**src/rtl/pcap_ts_marker_merge_if.sv**
```systemverilog
// AXI4-Stream bundle for the pcap timestamp merge stage.
// Signals: tdata, tkeep, tuser, tvalid, tready, tlast; master drives data, slave drives tready.
interface pcap_ts_marker_merge_if #(
    parameter int DW = 256,
    parameter int UW = 128
) ();
    logic [DW-1:0]   tdata;
    logic [DW/8-1:0] tkeep;
    logic [UW-1:0]   tuser;
    logic            tvalid;
    logic            tready;
    logic            tlast;

    modport master (
        output tdata, tkeep, tuser, tvalid, tlast,
        input  tready
    );

    modport slave (
        input  tdata, tkeep, tuser, tvalid, tlast,
        output tready
    );
endinterface

```
**src/rtl/pcap_ts_marker_merge.sv**
```systemverilog
// Detects timestamp marker packets, extracts a big-endian ts and writes it into the
// tuser of every beat of the next data packet; marker/orphan counters; one output slice.
// Ports: axis_aclk, axis_areset (async, active-high), mode[1:0] (0 bypass, 1 merge+drop,
//   2 merge+keep, 3 = 0), s_axis (slave stream in), m_axis (master stream out),
//   marker_cnt / orphan_cnt (32-bit wrapping counters).
module pcap_ts_marker_merge #(
    parameter int          C_AXIS_DATA_WIDTH  = 256,
    parameter int          C_AXIS_TUSER_WIDTH = 128,
    parameter logic [63:0] SIG_VALUE          = 64'h00000000_efbeadde,
    parameter int          TS_BYTE_OFFSET     = 12,
    parameter int          TS_BYTES           = 4,
    parameter int          TS_TUSER_OFFSET    = 32
) (
    input  logic                          axis_aclk,
    input  logic                          axis_areset,
    input  logic [1:0]                    mode,
    pcap_ts_marker_merge_if.slave         s_axis,
    pcap_ts_marker_merge_if.master        m_axis,
    output logic [31:0]                   marker_cnt,
    output logic [31:0]                   orphan_cnt
);
    localparam int DW = C_AXIS_DATA_WIDTH;
    localparam int KW = C_AXIS_DATA_WIDTH / 8;
    localparam int UW = C_AXIS_TUSER_WIDTH;
    localparam int TW = TS_BYTES * 8;

    typedef enum logic [1:0] {ST_HEAD, ST_MARK, ST_BODY} state_t;

    state_t         r_state, w_state_nxt;
    logic [1:0]     r_mode, w_mode;
    logic           r_ts_valid, r_tag;
    logic [TW-1:0]  r_ts_pend, w_ts;
    logic [31:0]    r_marker_cnt, r_orphan_cnt;
    logic           r_m_valid, r_m_last;
    logic [DW-1:0]  r_m_data;
    logic [KW-1:0]  r_m_keep;
    logic [UW-1:0]  r_m_user, w_user;
    logic           w_marker, w_drop, w_tag;
    logic           w_ready, w_fire, w_fwd;

    // Reserved mode 3 behaves as bypass.
    assign w_mode   = (mode == 2'd3) ? 2'd0 : mode;
    assign w_marker = (s_axis.tdata[63:0] == SIG_VALUE) && (w_mode != 2'd0);

    // Byte TS_BYTE_OFFSET on the bus becomes the ts MSB.
    always_comb begin
        w_ts = '0;
        for (int i = 0; i < TS_BYTES; i++) begin
            w_ts[(TS_BYTES-1-i)*8 +: 8] = s_axis.tdata[(TS_BYTE_OFFSET+i)*8 +: 8];
        end
    end

    // Next state assumes the current beat fires; the register only
    // advances on a handshake, which keeps tready out of this block.
    always_comb begin
        w_state_nxt = r_state;
        w_drop      = 1'b0;
        w_tag       = 1'b0;
        unique case (r_state)
            ST_HEAD: begin
                if (w_marker) begin
                    w_drop      = (w_mode == 2'd1);
                    w_state_nxt = s_axis.tlast ? ST_HEAD : ST_MARK;
                end else begin
                    w_tag       = r_ts_valid && (w_mode != 2'd0);
                    w_state_nxt = s_axis.tlast ? ST_HEAD : ST_BODY;
                end
            end
            ST_MARK: begin
                w_drop      = (r_mode == 2'd1);
                w_state_nxt = s_axis.tlast ? ST_HEAD : ST_MARK;
            end
            ST_BODY: begin
                w_tag       = r_tag;
                w_state_nxt = s_axis.tlast ? ST_HEAD : ST_BODY;
            end
            default: w_state_nxt = ST_HEAD;
        endcase
    end

    // Dropped beats never touch the output slice, so they are always accepted.
    assign w_ready       = w_drop | ~r_m_valid | m_axis.tready;
    assign w_fire        = s_axis.tvalid & w_ready;
    assign w_fwd         = w_fire & ~w_drop;
    assign s_axis.tready = w_ready;

    always_comb begin
        w_user = s_axis.tuser;
        if (w_tag) begin
            w_user[TS_TUSER_OFFSET +: TW] = r_ts_pend;
        end
    end

    always_ff @(posedge axis_aclk or posedge axis_areset) begin
        if (axis_areset) begin
            r_state <= ST_HEAD;
        end else if (w_fire) begin
            r_state <= w_state_nxt;
        end
    end

    always_ff @(posedge axis_aclk or posedge axis_areset) begin
        if (axis_areset) begin
            r_m_valid    <= 1'b0;
            r_m_data     <= '0;
            r_m_keep     <= '0;
            r_m_user     <= '0;
            r_m_last     <= 1'b0;
            r_mode       <= 2'd0;
            r_ts_valid   <= 1'b0;
            r_ts_pend    <= '0;
            r_tag        <= 1'b0;
            r_marker_cnt <= '0;
            r_orphan_cnt <= '0;
        end else begin
            if (w_fwd) begin
                r_m_valid <= 1'b1;
                r_m_data  <= s_axis.tdata;
                r_m_keep  <= s_axis.tkeep;
                r_m_user  <= w_user;
                r_m_last  <= s_axis.tlast;
            end else if (m_axis.tready) begin
                r_m_valid <= 1'b0;
            end

            if (w_fire && r_state == ST_HEAD) begin
                r_mode <= w_mode;
                if (w_marker) begin
                    r_marker_cnt <= r_marker_cnt + 32'd1;
                    if (r_ts_valid) begin
                        r_orphan_cnt <= r_orphan_cnt + 32'd1;
                    end
                    r_ts_pend  <= w_ts;
                    r_ts_valid <= 1'b1;
                end else if (w_tag) begin
                    r_ts_valid <= 1'b0;
                    r_tag      <= ~s_axis.tlast;
                end
            end

            if (w_fire && r_state == ST_BODY && s_axis.tlast) begin
                r_tag <= 1'b0;
            end
        end
    end

    assign m_axis.tvalid = r_m_valid;
    assign m_axis.tdata  = r_m_data;
    assign m_axis.tkeep  = r_m_keep;
    assign m_axis.tuser  = r_m_user;
    assign m_axis.tlast  = r_m_last;
    assign marker_cnt    = r_marker_cnt;
    assign orphan_cnt    = r_orphan_cnt;
endmodule

```
**src/flat_wrapper.sv**
```systemverilog
// flat-port wrapper written by rule: the top's interface ports become plain ports
module pcap_ts_marker_merge_flat 
#(
    parameter int          C_AXIS_DATA_WIDTH  = 256,
    parameter int          C_AXIS_TUSER_WIDTH = 128,
    parameter logic [63:0] SIG_VALUE          = 64'h00000000_efbeadde,
    parameter int          TS_BYTE_OFFSET     = 12,
    parameter int          TS_BYTES           = 4,
    parameter int          TS_TUSER_OFFSET    = 32
)
  (axis_aclk, axis_areset, mode, marker_cnt, orphan_cnt, s_axis_tdata, s_axis_tkeep, s_axis_tuser, s_axis_tvalid, s_axis_tlast, s_axis_tready, m_axis_tdata, m_axis_tkeep, m_axis_tuser, m_axis_tvalid, m_axis_tlast, m_axis_tready);
  pcap_ts_marker_merge_if #(.DW((256)), .UW((128))) s_axis_i ();
  pcap_ts_marker_merge_if #(.DW((256)), .UW((128))) m_axis_i ();
  input  logic axis_aclk;
  input  logic axis_areset;
  input  logic [1:0] mode;
  output logic [31:0] marker_cnt;
  output logic [31:0] orphan_cnt;
  input wire logic [$bits(s_axis_i.tdata)-1:0] s_axis_tdata;
  input wire logic [$bits(s_axis_i.tkeep)-1:0] s_axis_tkeep;
  input wire logic [$bits(s_axis_i.tuser)-1:0] s_axis_tuser;
  input wire logic [$bits(s_axis_i.tvalid)-1:0] s_axis_tvalid;
  input wire logic [$bits(s_axis_i.tlast)-1:0] s_axis_tlast;
  output wire logic [$bits(s_axis_i.tready)-1:0] s_axis_tready;
  output wire logic [$bits(m_axis_i.tdata)-1:0] m_axis_tdata;
  output wire logic [$bits(m_axis_i.tkeep)-1:0] m_axis_tkeep;
  output wire logic [$bits(m_axis_i.tuser)-1:0] m_axis_tuser;
  output wire logic [$bits(m_axis_i.tvalid)-1:0] m_axis_tvalid;
  output wire logic [$bits(m_axis_i.tlast)-1:0] m_axis_tlast;
  input wire logic [$bits(m_axis_i.tready)-1:0] m_axis_tready;
  assign s_axis_i.tdata = s_axis_tdata;
  assign s_axis_i.tkeep = s_axis_tkeep;
  assign s_axis_i.tuser = s_axis_tuser;
  assign s_axis_i.tvalid = s_axis_tvalid;
  assign s_axis_i.tlast = s_axis_tlast;
  assign s_axis_tready = s_axis_i.tready;
  assign m_axis_tdata = m_axis_i.tdata;
  assign m_axis_tkeep = m_axis_i.tkeep;
  assign m_axis_tuser = m_axis_i.tuser;
  assign m_axis_tvalid = m_axis_i.tvalid;
  assign m_axis_tlast = m_axis_i.tlast;
  assign m_axis_i.tready = m_axis_tready;
  pcap_ts_marker_merge #(.C_AXIS_DATA_WIDTH(C_AXIS_DATA_WIDTH), .C_AXIS_TUSER_WIDTH(C_AXIS_TUSER_WIDTH), .SIG_VALUE(SIG_VALUE), .TS_BYTE_OFFSET(TS_BYTE_OFFSET), .TS_BYTES(TS_BYTES), .TS_TUSER_OFFSET(TS_TUSER_OFFSET)) u_core (.axis_aclk(axis_aclk), .axis_areset(axis_areset), .mode(mode), .s_axis(s_axis_i), .m_axis(m_axis_i), .marker_cnt(marker_cnt), .orphan_cnt(orphan_cnt));
endmodule
```
**config.mk**
```make
export PLATFORM = sky130hd
export DESIGN_NAME = pcap_ts_marker_merge_flat
export DESIGN_NICKNAME = d
export VERILOG_FILES = /design/src/rtl/pcap_ts_marker_merge_if.sv /design/src/rtl/pcap_ts_marker_merge.sv /design/src/flat_wrapper.sv
export SDC_FILE = /design/constraint.sdc
export NUM_CORES = 1
export LEC_CHECK = 0
export ABC_CLOCK_PERIOD_IN_PS = 18700
export CORE_AREA = 2 2 358 360
export DETAILED_ROUTE_END_ITERATION = 10
export DIE_AREA = 0 0 360 362
export DONT_BUFFER_PORTS = 1
export RECOVER_POWER = 100
export SYNTH_ARGS = -nofsm -noshare
export SYNTH_HDL_FRONTEND = slang
export SYNTH_SLANG_ARGS = --single-unit
```
**constraint.sdc**
```tcl
create_clock -name axis_aclk -period 18.7 [get_ports axis_aclk]
set_clock_uncertainty 0.15 [all_clocks]
set_input_delay 3.74 -clock axis_aclk [delete_from_list [all_inputs] [get_ports axis_aclk]]
set_output_delay 3.74 -clock axis_aclk [all_outputs]
set_load 0.02 [all_outputs]
```
# Yosys cells after proc, flatten, opt, wreduce, memory -nomap -nowiden
# Index checks and enable logic that the tools add are counted.
# op_classes
add_sub_neg,2
n_eq_ne,7
n_mux,18
n_bitwise,7
n_reduce_logical,15
# ops
cell,n
$add A32 B1 Y32 const B,2
$eq A64 B32 Y1 const B,1
$mux W32,1
$mux W1,11
$reduce_bool A2 Y1,5
$eq A2 B1 Y1 const B,3
$mux W2,3
$pmux W2 S3,1
$reduce_and A3 Y1,2
$logic_and A1 B1 Y1,5
$eq A2 B2 Y1 const B,2
$pmux W1 S2,2
$reduce_and A2 Y1,2
$not A1 Y1,3
$and A1 B1 Y1,2
$logic_not A2 Y1,1
$ne A2 B2 Y1 const B,1
$or A1 B1 Y1,2
# word_totals
register_bits,520
input_bits,423
out_inout_bits,483
elab_cells,61

# Depth between registers and ports, before layout
# logic_depth
word_depth,13
depth_mapped,10
ltp_nobuf,8

# Worst setup path after synthesis
# OpenSTA, ideal clock, no wires.
# synth_timing
kind,in2out
start,input s_axis_tdata[16]
end,output s_axis_tready
arrival_ns,5.279
t_required_ns,14.810
setup_slack_ns,9.531
path_stages,6
path_buffers,1
cell_sequence,nand4b_1 > or4_1 > nor4_4 > buf_4 > a211oi_1 > inv_1
# synth_via
elab_chain_cells,6
# synth_rtl
element,line,rtl
from (decl),flat_wrapper.sv:19,input wire logic [$bits(s_axis_i.tdata)-1:0] s_axis_tdata;
$eq A64 B32 Y1,pcap_ts_marker_merge.sv:43,assign w_marker = (s_axis.tdata[63:0] == SIG_VALUE) && (w_mode != 2'd0);
$logic_and A1 B1 Y1,pcap_ts_marker_merge.sv:43,
$mux W1,pcap_ts_marker_merge.sv:61,if (w_marker) begin
$pmux W1 S2,pcap_ts_marker_merge.sv:59,unique case (r_state)
$or A1 B1 Y1 (2 in a row),pcap_ts_marker_merge.sv:82,assign w_ready = w_drop | ~r_m_valid | m_axis.tready;
to (decl),flat_wrapper.sv:24,output wire logic [$bits(s_axis_i.tready)-1:0] s_axis_tready;
# Every way passes these cells.

# Final worst setup path
# layout_timing
start,input s_axis_tdata[18]
end,register u_core.r_m_data[239] (netlist: u_core.m_axis.tdata[239])
# layout_via
elab_chain_cells,8
word_cells_on_any_way,9
classes_between,eq/ne (1); mux (2); bitwise (5); reduce/logical (1)
# layout_rtl
element,line,rtl
$eq A64 B32 Y1 *,pcap_ts_marker_merge.sv:43,
$logic_and A1 B1 Y1 *,pcap_ts_marker_merge.sv:43,
$mux W1 *,pcap_ts_marker_merge.sv:61,
$pmux W1 S2 *,pcap_ts_marker_merge.sv:59,
$or A1 B1 Y1 (2 in a row),pcap_ts_marker_merge.sv:82,
$and A1 B1 Y1,pcap_ts_marker_merge.sv:83,assign w_fire = s_axis.tvalid & w_ready;
$and A1 B1 Y1 *,pcap_ts_marker_merge.sv:84,assign w_fwd = w_fire & ~w_drop;
to (signal assigned),pcap_ts_marker_merge.sv:118,r_m_data <= s_axis.tdata;
to (decl),pcap_ts_marker_merge.sv:35,logic [DW-1:0] r_m_data;
# Every way passes the cells marked *; elsewhere a longest branch is shown, timed or not.
# A chain may end at the register's enable or synchronous reset.

==> results_dict.tcl <==
set metrics [dict create \
    status "finished, violations left" \
    violations "capacitance limit, slew limit" \
    syn_area_sq_mm 0.0207 \
    synthArstFlopShare 1.00 \
    ys_types 49 \
    postCtsSetupRepairBufs 0 \
    port-buffer-count 0 \
    cp.required_ns 19.07 \
    clk-insertion-delay-late_ns 0.67 \
    hold_ws_ns 0.356 \
    num_rows 131 \
    cts_num_sinks 520 \
    crit_type "input port to flop" \
    root_buffer "clkbuf_16" \
    drt_iter0_drc 794 \
    cp-end-kind "flop" \
    grt_pass1_vias 12700 \
    die_w_um 360 \
    rsz0062_at_grt "no" \
    vias 12600 \
    final_common_cell "dfrtp_1" \
    maxCapViolCount 12 \
    hold_viol 0 \
    core_sq_mm 0.127 \
    path_clk_slew_ns 0.06 \
    hpwl_mm 71.3 \
    maxSlewHeadroom -1.71 \
    syn2layout_area_growth_pct 20.4 \
    final.min_clock_period_ns 12.71 \
    cts_buffer_depth 3 \
    startpoint_type "input port" \
    ys_warn_count 0 \
    ys_ff_latch 520 \
    h-tree-depth 3 \
    grt_max_degree 128 \
    via_per_inst 3.96 \
    antenna_found_initial 77 \
    drv_slew 748 \
    ctsResizeCount 0 \
    p_leak_nw 10.2 \
    worst_slew_pin_slew_ns 4.07 \
    drt_pass1_iterations 4 \
    io_pins 906 \
    grt_pass1_wl_mm 117 \
    irDropWorstVdd_mv 0.0635 \
    wl_per_cell_um 27.9 \
    synth-edff-count 0 \
    cts_tree "built" \
    antenna_left 0 \
    cp.arrival_ns 13.08 \
    setup_tns_ns 0 \
    final.period_utilization 0.680 \
    totalWireLength_mm 88.6 \
    setup_viol_count_final 0 \
    final_nets 1866 \
    synthCells 1424 \
    syn_nets 1852 \
    min-delay-path-class "flop to flop" \
    final_cell_mix "520 x dfrtp_1, 344 x mux2_1, 77 x mux2_2" \
    postSynthAreaPerCell_sq_um 14.5 \
    grt_usage 0.132 \
    fp.dieArea_sq_mm 0.130 \
    fmax_mhz 78.7 \
    layout-drive-gt1-share 0.136 \
    gp_congestion 1.04 \
    numCtsBuffers 67 \
    drc_errors 0 \
    die_h_um 362 \
    power.density_mw_per_mm2 128 \
    seq_area_frac_synth 0.630 \
    hold_buffers 0 \
    overflow 0 \
    synthFlopType "dfrtp_1" \
    start_util 0.163 \
    crit_fanout 74 \
]
path summary, 6_finish.rpt:
check | from | to | slack, ns | cells past startpoint
max | s_axis_tdata[18] | u_core.m_axis.tdata[239] | 5.99 | 9
min | u_core.r_mode[0] | u_core.r_mode[0] | 0.36 | 1
max reg2reg | u_core.r_state[0] | u_core.m_axis.tdata[239] | 8.94 | 8
min reg2reg | u_core.r_mode[0] | u_core.r_mode[0] | 0.36 | 1
max in group asynchronous | axis_areset | u_core.m_axis.tuser[37] | 6.25 | 4
min in group asynchronous | axis_areset | u_core.m_axis.tdata[163] | 4.03 | 1
kinds of logic (layout without fill, tap and decap cells):
kind of cell    count (synthesis)  count (layout)  synth area share
buf+inv                       100             164            0.0209
compound gates                 83              83            0.0281
fa+ha+maj                       5               5           0.00303
mux                           421             421             0.229
xor+xnor                       62              62            0.0263
simple gates                  233             233            0.0628
other cells                     0              26                 0
flops                         520             520             0.630
worst max-delay path, cell delays in order:
cell and delay, ns:
nand4b_1 0.19, or4_1 0.22, nor4_1 0.14, clkbuf_1 0.37, a211oi_4 0.29, clkbuf_1 2.33, clkbuf_1 2.53, clkbuf_1 2.65
mux2_1 0.43
final cells by class:
type / instances / area [sq um]
inverters: 20 / 76.3
repair buffers: 25 / 151
diodes: 26 / 65.1
fillers: 13600 / 102000
multi-input cells: 804 / 7140
clock inverters: 29 / 484
clock buffers: 90 / 1870
flip-flops and latches: 520 / 13000
well taps: 1662 / 2080
per-layer routing:
metal,vias to the layer above,part of all wire,track usage
li1,5142,-,-
met1,6471,0.37,0.149
met2,757,0.44,0.197
met3,205,0.15,0.0851
met4,12,0.037,0.0540
met5,-,0.00093,0
sequential cells by signal, indices dropped and copies added, names as in the netlist:
name,count
u_core.m_axis.tdata,256
u_core.m_axis.tkeep,32
u_core.m_axis.tlast,1
u_core.m_axis.tuser,128
u_core.m_axis.tvalid,1
u_core.marker_cnt,32
u_core.orphan_cnt,32
u_core.r_mode,2
u_core.r_state,2
u_core.r_tag,1
u_core.r_ts_pend,32
u_core.r_ts_valid,1
Yosys cell counts, types with 3 or more instances:
library cell,n,area (sq um)
o21ai_0,4,20.0
nor4_2,9,113
nand3_1,56,280
nor4_1,11,68.8
nand4b_1,4,35.0
ha_1,5,62.6
o211ai_1,32,240
nor3_1,24,120
or4_1,3,22.5
dfrtp_1,520,13000
buf_2,43,215
mux2_2,78,878
and2_1,3,18.8
buf_1,8,30.0
nor2_1,54,203
xor2_1,43,377
clkbuf_1,28,105
inv_1,19,71.3
nand2_1,29,109
and3_1,10,62.6
a211oi_1,3,22.5
and4_1,3,26.3
xnor2_1,19,166
a31oi_1,33,206
nor3_2,4,40.0
nand4_1,10,62.6
mux2_1,343,3860
power breakdown:
part | total (W) | switching, W | internal, W | leakage [nW]
logic | 0.000209 | 0.000109 | 0.000100 | 2.81
clock network | 0.00137 | 0.000555 | 0.000817 | 1.14
registers | 0.00161 | 0.000352 | 0.00126 | 6.25
total | 0.00319 | 0.00102 | 0.00218 | 10.2
per-stage QoR:
step,util,cells,area (sq um),setup WS [ns],power [W]
finish,0.196,3176,24900,5.99,0.00319
global route,0.196,3164,24900,4.28,0.00333
CTS,0.197,3150,25000,8.54,0.00325
detailed placement,0.179,3031,22600,8.54,0.00184
global placement,0.179,3031,22600,8.54,0.00184
floorplan,-,1424,20700,0.283,0.00169
Note: power is estimated with default switching activity, not from simulation.
